`src/rtl/instr_fetch_unit_if.sv`:
```
// instr_fetch_unit_if: datapath control and byte-wide instruction memory bus of the fetch unit
// master = fetch unit: drives mem_req/mem_addr and presents pc, pc_plus4, instr, instr_valid, align_err
// slave  = datapath + memory: drives advance, redirect, redirect_pc, mem_rdata, mem_ack
interface instr_fetch_unit_if #(parameter int AW = 5);
  logic          advance;
  logic          redirect;
  logic [31:0]   redirect_pc;
  logic          mem_req;
  logic [AW-1:0] mem_addr;
  logic [7:0]    mem_rdata;
  logic          mem_ack;
  logic [31:0]   pc;
  logic [31:0]   pc_plus4;
  logic [31:0]   instr;
  logic          instr_valid;
  logic          align_err;
  modport master (
    input  advance, redirect, redirect_pc, mem_rdata, mem_ack,
    output mem_req, mem_addr, pc, pc_plus4, instr, instr_valid, align_err
  );
  modport slave (
    output advance, redirect, redirect_pc, mem_rdata, mem_ack,
    input  mem_req, mem_addr, pc, pc_plus4, instr, instr_valid, align_err
  );
endinterface

```
`src/rtl/instr_fetch_unit.sv`:
```
// instr_fetch_unit: byte-serial fetch of big-endian 32-bit instructions, held valid until advance/redirect
// clk, rst_n (async active-low); bus (master): memory byte requests out, acks/bytes in,
// advance/redirect from the datapath, pc/pc_plus4/instr/instr_valid/align_err out
module instr_fetch_unit #(
  parameter logic [31:0] RESET_PC = 32'h0000_0000,
  parameter int          AW       = 5
) (
  input  logic              clk,
  input  logic              rst_n,
  instr_fetch_unit_if.master bus
);
  typedef enum logic [1:0] {IDLE, FETCH, HOLD} state_t;
  state_t      state_q, state_d;
  logic [1:0]  cnt_q, cnt_d;
  logic [31:0] pc_q, pc_d, instr_q, instr_d, pc_plus4;
  logic [23:0] shadow_q, shadow_d;
  logic        valid_q, valid_d, align_q, align_d;
  assign pc_plus4        = pc_q + 32'd4;
  assign bus.pc          = pc_q;
  assign bus.pc_plus4    = pc_plus4;
  assign bus.instr       = instr_q;
  assign bus.instr_valid = valid_q;
  assign bus.align_err   = align_q;
  assign bus.mem_req     = state_q == FETCH;
  // byte address wraps inside the memory while pc keeps full width
  assign bus.mem_addr    = pc_q[AW-1:0] + AW'(cnt_q);
  always_comb begin
    state_d  = state_q;
    cnt_d    = cnt_q;
    pc_d     = pc_q;
    instr_d  = instr_q;
    shadow_d = shadow_q;
    valid_d  = valid_q;
    align_d  = 1'b0;
    if (bus.redirect) begin
      pc_d    = {bus.redirect_pc[31:2], 2'b00};
      cnt_d   = 2'd0;
      valid_d = 1'b0;
      state_d = FETCH;
      align_d = |bus.redirect_pc[1:0];
    end else if (state_q == IDLE) begin
      state_d = FETCH;
    end else if (state_q == FETCH && bus.mem_ack) begin
      // cnt wraps back to 0 on the fourth byte
      cnt_d    = cnt_q + 2'd1;
      shadow_d = cnt_q == 2'd0 ? {bus.mem_rdata, shadow_q[15:0]} :
                 cnt_q == 2'd1 ? {shadow_q[23:16], bus.mem_rdata, shadow_q[7:0]} :
                                 {shadow_q[23:8], bus.mem_rdata};
      if (cnt_q == 2'd3) begin
        instr_d = {shadow_q, bus.mem_rdata};
        valid_d = 1'b1;
        state_d = HOLD;
      end
    end else if (state_q == HOLD && bus.advance) begin
      pc_d    = pc_plus4;
      valid_d = 1'b0;
      state_d = FETCH;
    end
  end
  always_ff @(posedge clk or negedge rst_n) begin
    if (!rst_n) begin
      state_q  <= IDLE;
      cnt_q    <= 2'd0;
      pc_q     <= RESET_PC;
      instr_q  <= 32'd0;
      shadow_q <= 24'd0;
      valid_q  <= 1'b0;
      align_q  <= 1'b0;
    end else begin
      state_q  <= state_d;
      cnt_q    <= cnt_d;
      pc_q     <= pc_d;
      instr_q  <= instr_d;
      shadow_q <= shadow_d;
      valid_q  <= valid_d;
      align_q  <= align_d;
    end
  end
endmodule

```
`src/flat_wrapper.sv`:
```
// flat-port wrapper written by rule: the top's interface ports become plain ports
module instr_fetch_unit_flat 
#(
  parameter logic [31:0] RESET_PC = 32'h0000_0000,
  parameter int          AW       = 5
)
  (clk, rst_n, bus_advance, bus_redirect, bus_redirect_pc, bus_mem_rdata, bus_mem_ack, bus_mem_req, bus_mem_addr, bus_pc, bus_pc_plus4, bus_instr, bus_instr_valid, bus_align_err);
  instr_fetch_unit_if #(.AW(AW)) bus_i ();
  input  logic clk;
  input  logic rst_n;
  input wire logic [$bits(bus_i.advance)-1:0] bus_advance;
  input wire logic [$bits(bus_i.redirect)-1:0] bus_redirect;
  input wire logic [$bits(bus_i.redirect_pc)-1:0] bus_redirect_pc;
  input wire logic [$bits(bus_i.mem_rdata)-1:0] bus_mem_rdata;
  input wire logic [$bits(bus_i.mem_ack)-1:0] bus_mem_ack;
  output wire logic [$bits(bus_i.mem_req)-1:0] bus_mem_req;
  output wire logic [$bits(bus_i.mem_addr)-1:0] bus_mem_addr;
  output wire logic [$bits(bus_i.pc)-1:0] bus_pc;
  output wire logic [$bits(bus_i.pc_plus4)-1:0] bus_pc_plus4;
  output wire logic [$bits(bus_i.instr)-1:0] bus_instr;
  output wire logic [$bits(bus_i.instr_valid)-1:0] bus_instr_valid;
  output wire logic [$bits(bus_i.align_err)-1:0] bus_align_err;
  assign bus_i.advance = bus_advance;
  assign bus_i.redirect = bus_redirect;
  assign bus_i.redirect_pc = bus_redirect_pc;
  assign bus_i.mem_rdata = bus_mem_rdata;
  assign bus_i.mem_ack = bus_mem_ack;
  assign bus_mem_req = bus_i.mem_req;
  assign bus_mem_addr = bus_i.mem_addr;
  assign bus_pc = bus_i.pc;
  assign bus_pc_plus4 = bus_i.pc_plus4;
  assign bus_instr = bus_i.instr;
  assign bus_instr_valid = bus_i.instr_valid;
  assign bus_align_err = bus_i.align_err;
  instr_fetch_unit #(.RESET_PC(RESET_PC), .AW(AW)) u_core (.clk(clk), .rst_n(rst_n), .bus(bus_i));
endmodule
```
`config.mk`:
```
export PLATFORM = sky130hd
export DESIGN_NAME = instr_fetch_unit_flat
export DESIGN_NICKNAME = d
export VERILOG_FILES = /design/src/rtl/instr_fetch_unit_if.sv /design/src/rtl/instr_fetch_unit.sv /design/src/flat_wrapper.sv
export SDC_FILE = /design/constraint.sdc
export NUM_CORES = 1
export LEC_CHECK = 0
export ABC_CLOCK_PERIOD_IN_PS = 3130
export CORE_MARGIN = 4
export CORE_UTILIZATION = 48
export CTS_BUF_LIST = sky130_fd_sc_hd__clkbuf_2
export DETAILED_ROUTE_END_ITERATION = 8
export PLACE_DENSITY = 0.89
export SYNTH_ARGS = -nofsm -noshare
export SYNTH_HDL_FRONTEND = slang
export SYNTH_SLANG_ARGS = --single-unit
```
`constraint.sdc`:
```
create_clock -name clk -period 3.13 [get_ports clk]
set_clock_uncertainty 0.05 [all_clocks]
set_input_delay 0.7825 -clock clk [delete_from_list [all_inputs] [get_ports clk]]
set_output_delay 0.7825 -clock clk [all_outputs]
set_load 0.03 [all_outputs]
```
Word level (Yosys, flattened, before mapping):

Cells that the tools add are included.

* register bits after elaboration: 94
* input port bits: 45
* output and inout port bits: 104
* logic and storage cells: 61

* $add $sub $neg: 3
* equal/unequal tests: 8
* multiplexer cells: 20
* bitwise operators: 4
* reductions and logical operators: 17

Operators with widths (count)
* $mux 32: 4
* $add 32x3->32 const B: 1
* $mux 24: 1
* $mux 16: 1
* $mux 2: 8
* $reduce_and 5->1: 2
* $reduce_and 4->1: 2
* $mux 1: 6
* $reduce_and 3->1: 2
* $add 5x2->5: 1
* $eq 2x1->1 const B: 2
* $eq 2x2->1 const B: 2
* $logic_not 2->1: 2
* $ne 2x2->1 const B: 2
* $ne 4x3->1 const B: 1
* $not 1->1: 4
* $reduce_and 2->1: 2
* $reduce_bool 2->1: 2
* $reduce_bool 4->1: 1
* $ne 3x3->1 const B: 1
* $reduce_bool 3->1: 1
* $add 2x1->2 const B: 1
* $logic_and 1x1->1: 2
* $reduce_or 2->1: 1

Logic depth before layout (Yosys ltp):

Gate-level depths: netlist of the first run.

* depth after elaboration: 6
* depth in mapped cells: 6
* mapped depth without buffers: 5

Worst setup path before layout of the first run:

No wires, ideal clock.

* path kind: register to output
* from: register u_core.pc_q[2], in the netlist u_core.bus.pc[2]
* to: output bus_pc_plus4[22]
* data arrival time: 2470 ps
* path slack: -173 ps
* cell stages (with the launch flop): 7
* path buffers: 1
* path through: dfrtp_1 ha_1 nand3_2 buf_6 nor4_1 nand3_1 xnor2_1

* cells in the longest elaborated chain, start to end: 1

Ends and longest elaborated chain
* start: declaration: RTL line instr_fetch_unit.sv:15 `logic [31:0] pc_q, pc_d, instr_q, instr_d, pc_plus4;`
* start signal: assignment: RTL line instr_fetch_unit.sv:72 `pc_q <= pc_d;`
* $add 32x3->32: RTL line instr_fetch_unit.sv:18 `assign pc_plus4 = pc_q + 32'd4;`
* end: declaration: RTL line flat_wrapper.sv:19 `output wire logic [$bits(bus_i.pc_plus4)-1:0] bus_pc_plus4;`

Every way passes these cells.

Final worst setup path of the first run:

* from: register u_core.pc_q[11], in the netlist u_core.bus.pc[11]
* to: output bus_pc_plus4[19]

The elaborated chain is that of the path after synthesis.

==> impl_metrics.json, run 1 <==
{
  "grt_max_degree": 57,
  "antenna_found_initial": 0,
  "timing.fmax_mhz": 318,
  "crit_type": "flip-flop to primary output",
  "cts_buffers": 9,
  "pwr-share-seq": 0.447,
  "fp.dieArea_sq_mm": 0.0116,
  "cp_data_arrival_time_ns": 2.31,
  "startpoint_type": "flip-flop",
  "numPortBuffers": 144,
  "dp_cells": 715,
  "hold_viol": 0,
  "power_density_mw_per_mm2": 502,
  "finalInstanceArea_sq_mm": 0.00717,
  "wl_per_cell_um": 18.0,
  "slew_headroom": 0.603,
  "p_int_mw": 2.33,
  "vias": 4351,
  "crit_start": "u_core.bus.pc[11]",
  "swShare": 0.352,
  "via_per_inst": 5.59,
  "synth_top_cell_by_area": "dfrtp_1",
  "crit_path_max_fanout": 6,
  "final.setup.worst_slack_ns": -0.0119,
  "failed_checks": "setup timing",
  "hpwl_um": 9140,
  "initial_core_util": 0.489,
  "coreArea_sq_mm": 0.00973,
  "gp_congestion": 0.868,
  "netlist_area_sq_mm": 0.00476,
  "stdcell_count": 779,
  "htree_levels": 3,
  "setup_viol": 1,
  "clk_latency_ns": 0.55,
  "ys.flop_type": "dfrtp_1",
  "final_common_cell": "clkdlybuf4s50_1",
  "reg2reg_slack_ns": 0.80,
  "io_pins": 149,
  "drc": 0,
  "fp.dieH_um": 108,
  "status": "finished with violations",
  "grt_pass1_vias": 4327,
  "cts.sinks": 92,
  "grt_overflow": 0,
  "required_ns": 2.30,
  "place_area_sq_mm": 0.00636,
  "cp-endpoint": "bus_pc_plus4[19]",
  "yosysUniqueCellTypes": 52,
  "utilization": 0.737,
  "syn_to_final_growth_pct": 50.7,
  "switchingPower_mw": 1.27,
  "wl_um": 14000,
  "vdd_drop_max_uv": 280,
  "r2r_start": "u_core.bus.pc[3]",
  "die_w_um": 108,
  "comb_power_share": 0.359,
  "path_clk_slew_ns": 0.27,
  "p_clk_frac": 0.193,
  "synth.top_cells.by_area": "dfrtp_1 (48%), mux2_2 (13%), xnor2_1 (5.9%)",
  "end_kind": "primary output",
  "slew_violations": 0,
  "grt_pass1_wl_um": 21100,
  "rsz0062_at_grt": "true",
  "cts_tree": "done",
  "synth-seq-area-share": 0.484,
  "period_needed_ns": 3.14,
  "synth_edf_count": 0,
  "ys_warn_count": 0,
  "fill_cells": 630,
  "dp_slack_ns": 0.232,
  "r2r_end": "u_core.bus.pc[26]",
  "finalCritPeriodShare": 1.00,
  "cts_root_buf": "clkbuf_2",
  "drtIter0Drc": 262,
  "synth_top_area_share": 0.484,
  "rows": 36,
  "whs_ns": 0.0990,
  "p_leak_nw": 3.09,
  "drive_gt1_frac": 0.361,
  "dr.pass1.iters": 5,
  "ys_async_sr_fraction": 1.00,
  "layout_common_cells": "clkdlybuf4s50_1 (115), dfrtp_1 (72), buf_4 (65)",
  "cts.path.max_buffers": 2,
  "tightest_slew_ns": 0.590,
  "ant_nets": 0,
  "cap_violations": 0,
  "r2r_cells": 8,
  "hp-class": "primary input to asynchronous set/reset pin",
  "synth_seq_cells": 92,
  "syn_area_per_cell_sq_um": 10.6,
  "netlist_instances": 448,
  "nNetsFinal": 690,
  "track_usage": 0.228,
  "hold_buffers": 0
}
[critical path, stage by stage, from the launching register on]
cell and delay (ns):
dfrtp_2 0.47, nand4_1 0.21, buf_4 0.21, nor4_4 0.26, buf_6 0.20, nand3_2 0.08, xnor2_1 0.16, buf_4 0.18
[power groups by stage]
stage | Combinational (mW) | Clock (mW) | Sequential [mW]
6_report | 1.29 | 0.696 | 1.61
5_1_grt | 1.37 | 0.765 | 1.65
4_1_cts | 1.23 | 0.709 | 1.60
3_5_place_dp | 1.18 | 0 | 1.64
3_3_place_gp | 1.15 | 0 | 1.62
2_1_floorplan | 0.485 | 0 | 1.82
[state kept, by name (all words and copies together), names as in the netlist]
register,count
u_core.bus.instr,32
u_core.shadow_q,24
u_core.bus.pc,30
u_core.state_q,2
u_core.cnt_q,2
u_core.bus.instr_valid,1
u_core.bus.align_err,1
[synthesized netlist by cell type, types with 10 or more instances]
cell      number
a31oi_1       14
nor2_1        35
nand4_1       12
nand3_1       16
nor3_1        10
nand2_1       42
o21ai_0       13
mux2_2        56
xnor2_1       32
clkbuf_1      12
dfrtp_1       92
[per-layer routing]
layer | routed length, um | global-route usage
met1 | 5550 | 0.290
met2 | 7250 | 0.386
met3 | 759 | 0.0348
met4 | 436 | 0.0956
met5 | 0 | 0
[cell type report]
class / instances / area (sq um) / area share
Inverter: 10 / 37.5 / 0.00523
Clock inverter: 6 / 93.8 / 0.0131
Sequential cell: 92 / 2330 / 0.325
Antenna cell: 1 / 2.50 / 0.000349
Tap cell: 133 / 166 / 0.0232
Timing Repair Buffer: 209 / 1950 / 0.272
Clock buffer: 10 / 50.0 / 0.00698
Multi-Input combinational cell: 318 / 2550 / 0.355
[how the worst min path moves through the flow]
stage | startpoint | endpoint | slack [ns] | cells past startpoint
finish | rst_n | u_core.bus.pc[19] | 0.1 | 1
global route | rst_n | u_core.bus.pc[19] | 0.08 | 1
CTS | rst_n | u_core.bus.pc[24] | 0.09 | 1
detailed placement | u_core.shadow_q[0] | u_core.bus.instr[8] | 0.44 | 1
global placement | u_core.shadow_q[5] | u_core.bus.instr[13] | 0.43 | 1
floorplan | u_core.shadow_q[20] | u_core.bus.instr[28] | 0.42 | 1
[timing repair]
action                     4_1_cts  5_1_grt
pin swaps                        3       16
buffers inserted                20       27
setup endpoints to repair       25       23
resized for setup               36       64
[through the flow]
stage | power (mW) | setup TNS, ns
2_1_floorplan | 2.30 | -0.0385
3_3_place_gp | 2.77 | 0
3_5_place_dp | 2.82 | 0
4_1_cts | 3.54 | -0.255
5_1_grt | 3.78 | -1.89
6_report | 3.60 | -0.0119
[cell families after synthesis]
family                     share of synthesized area
xor gates and xnor gates                      0.0754
adders and majority gates                     0.0131
DFF                                            0.484
muxes                                          0.135
buffers and inverters                         0.0439
AOI/OAI and AO/OA                             0.0731
other                                       0.000788
and+or+nand+nor                                0.175
No activity file was read; power rests on OpenSTA's default activity.
==> inputs of run 2 (changes only) <==
--- a/config.mk
+++ b/config.mk
@@ -6,11 +6,12 @@
 export NUM_CORES = 1
 export LEC_CHECK = 0
 export ABC_CLOCK_PERIOD_IN_PS = 3130
+export CORE_ASPECT_RATIO = 2
 export CORE_MARGIN = 4
 export CORE_UTILIZATION = 48
 export CTS_BUF_LIST = sky130_fd_sc_hd__clkbuf_2
 export DETAILED_ROUTE_END_ITERATION = 8
-export PLACE_DENSITY = 0.89
+export PLACE_DENSITY_LB_ADDON = 0.1
 export SYNTH_ARGS = -nofsm -noshare
 export SYNTH_HDL_FRONTEND = slang
 export SYNTH_SLANG_ARGS = --single-unit
==> impl_metrics.json, run 2 (same netlist as run 1, synthesis figures left out) <==
{
  "status": "finished with violations",
  "failed_checks": "setup timing",
  "grt_pass1_vias": 4249,
  "wl_um": 13200,
  "hold_viol": 0,
  "finalCritPeriodShare": 1.01,
  "crit_path_max_fanout": 5,
  "htree_levels": 3,
  "reg2reg_slack_ns": 0.68,
  "cap_violations": 0,
  "largest_reg_flops": 32,
  "track_usage": 0.228,
  "r2r_end": "u_core.bus.pc[26]",
  "hp-class": "primary input to asynchronous set/reset pin",
  "gp_congestion": 0.871,
  "cts_buffers": 9,
  "rsz0062_at_grt": "true",
  "required_ns": 2.30,
  "slew_violations": 0,
  "grt_max_degree": 93,
  "cts.sinks": 92,
  "final.setup.worst_slack_ns": -0.0266,
  "dp_slack_ns": 0.265,
  "path_clk_slew_ns": 0.26,
  "crit_type": "flip-flop to primary output",
  "dr.pass1.iters": 5,
  "timing.fmax_mhz": 317,
  "whs_ns": 0.170,
  "fill_cells": 761,
  "cts_tree": "done",
  "vdd_drop_max_uv": 299,
  "end_kind": "primary output",
  "hpwl_um": 9510,
  "power_density_mw_per_mm2": 497,
  "slew_headroom": 0.652,
  "p_leak_nw": 2.96,
  "drc": 0,
  "initial_core_util": 0.491,
  "grt_pass1_wl_um": 20800,
  "layout_common_cells": "clkdlybuf4s50_1 (115), dfrtp_1 (76), mux2_2 (56)",
  "drive_gt1_frac": 0.318,
  "place_area_sq_mm": 0.00639,
  "cp_data_arrival_time_ns": 2.32,
  "startpoint_type": "flip-flop",
  "wl_per_cell_um": 17.4,
  "r2r_cells": 8,
  "setup_viol": 1,
  "fp.dieH_um": 149,
  "rows": 51,
  "coreArea_sq_mm": 0.00970,
  "tightest_slew_ns": 0.518,
  "syn_to_final_growth_pct": 46.4,
  "ant_nets": 0,
  "antenna_found_initial": 1,
  "cts.path.max_buffers": 2,
  "utilization": 0.719,
  "fp.dieArea_sq_mm": 0.0117,
  "drtIter0Drc": 181,
  "via_per_inst": 5.50,
  "cts_root_buf": "clkbuf_2",
  "clk_latency_ns": 0.54,
  "finalInstanceArea_sq_mm": 0.00697,
  "period_needed_ns": 3.16,
  "final_common_cell": "clkdlybuf4s50_1",
  "nNetsFinal": 673,
  "io_pins": 149,
  "vias": 4189,
  "r2r_start": "u_core.bus.pc[3]",
  "hold_buffers": 0,
  "grt_overflow": 0,
  "power.total_mw": 3.46,
  "numPortBuffers": 144,
  "die_w_um": 78.4
}
## run 2: cell count changes in the layout (fill, tap and decap cells not counted), moves of 3 or more
| cell | previous run | this run |
|---|---|---|
| xnor2_2 | 13 | 10 |
| dfrtp_2 | 20 | 16 |
| nand2_2 | 4 | 1 |
| buf_4 | 65 | 55 |
| nand2_1 | 34 | 41 |
| xnor2_1 | 19 | 22 |
| buf_6 | 20 | 12 |
| dfrtp_1 | 72 | 76 |
| nand2_4 | 4 | 0 |
## run 2: layout make-up
cell class	instances	area [sq um]	share of cell area
tap	132	165	0.0237
inverter	10	37.5	0.00539
clock buffer	10	50.0	0.00718
timing repair buffer	192	1820	0.261
antenna	1	2.50	0.000359
multi-input combinational	318	2500	0.359
clock inverter	6	70.1	0.0101
sequential	92	2320	0.333
## run 2: report_power, final
group,switching (mW),total [mW],internal (mW)
clock,0.418,0.611,0.192
combinational,0.655,1.25,0.596
sequential,0.169,1.60,1.43
## run 2: worst max-delay path by stage
| stage | start | endpoint | slack [ns] |
|---|---|---|---|
| global route | u_core.bus.pc[3] | bus_pc_plus4[29] | -0.15 |
| detailed placement | u_core.bus.pc[2] | bus_pc_plus4[8] | 0.26 |
| floorplan | u_core.bus.pc[2] | bus_pc_plus4[22] | -0.04 |
| finish | u_core.bus.pc[12] | bus_pc_plus4[23] | -0.03 |
| global placement | u_core.bus.pc[2] | bus_pc_plus4[8] | 0.32 |
| CTS | u_core.bus.pc[8] | bus_pc_plus4[23] | 0.003 |
## run 2: timing repair
action | 4_1_cts | 5_1_grt
pin swaps | 3 | 14
gates resized for setup | 32 | 38
endpoints found under the setup margin | 26 | 24
setup buffers | 15 | 13
## run 2: layer usage
| layer | vias up | share of wire | track usage |
|---|---|---|---|
| li1 | 1941 | - | - |
| met3 | 35 | 0.045 | 0.0405 |
| met5 | - | 0 | 0 |
| met4 | 0 | 0.041 | 0.124 |
| met2 | 165 | 0.56 | 0.417 |
| met1 | 2048 | 0.36 | 0.243 |
## run 2: per-stage QoR
step,setup TNS (ns),instances
3_5_place_dp,0,716
4_1_cts,0,747
5_1_grt,-2.10,761
2_1_floorplan,-0.0385,452
3_3_place_gp,0,716
6_report,-0.0266,761
## run 2: worst max-delay path: stages, from the launching register on
cell and delay [ns]:
dfrtp_1 0.51, nand4_1 0.13, buf_4 0.18, or3_4 0.41
nor3_2 0.18, xor2_1 0.21, buf_4 0.20
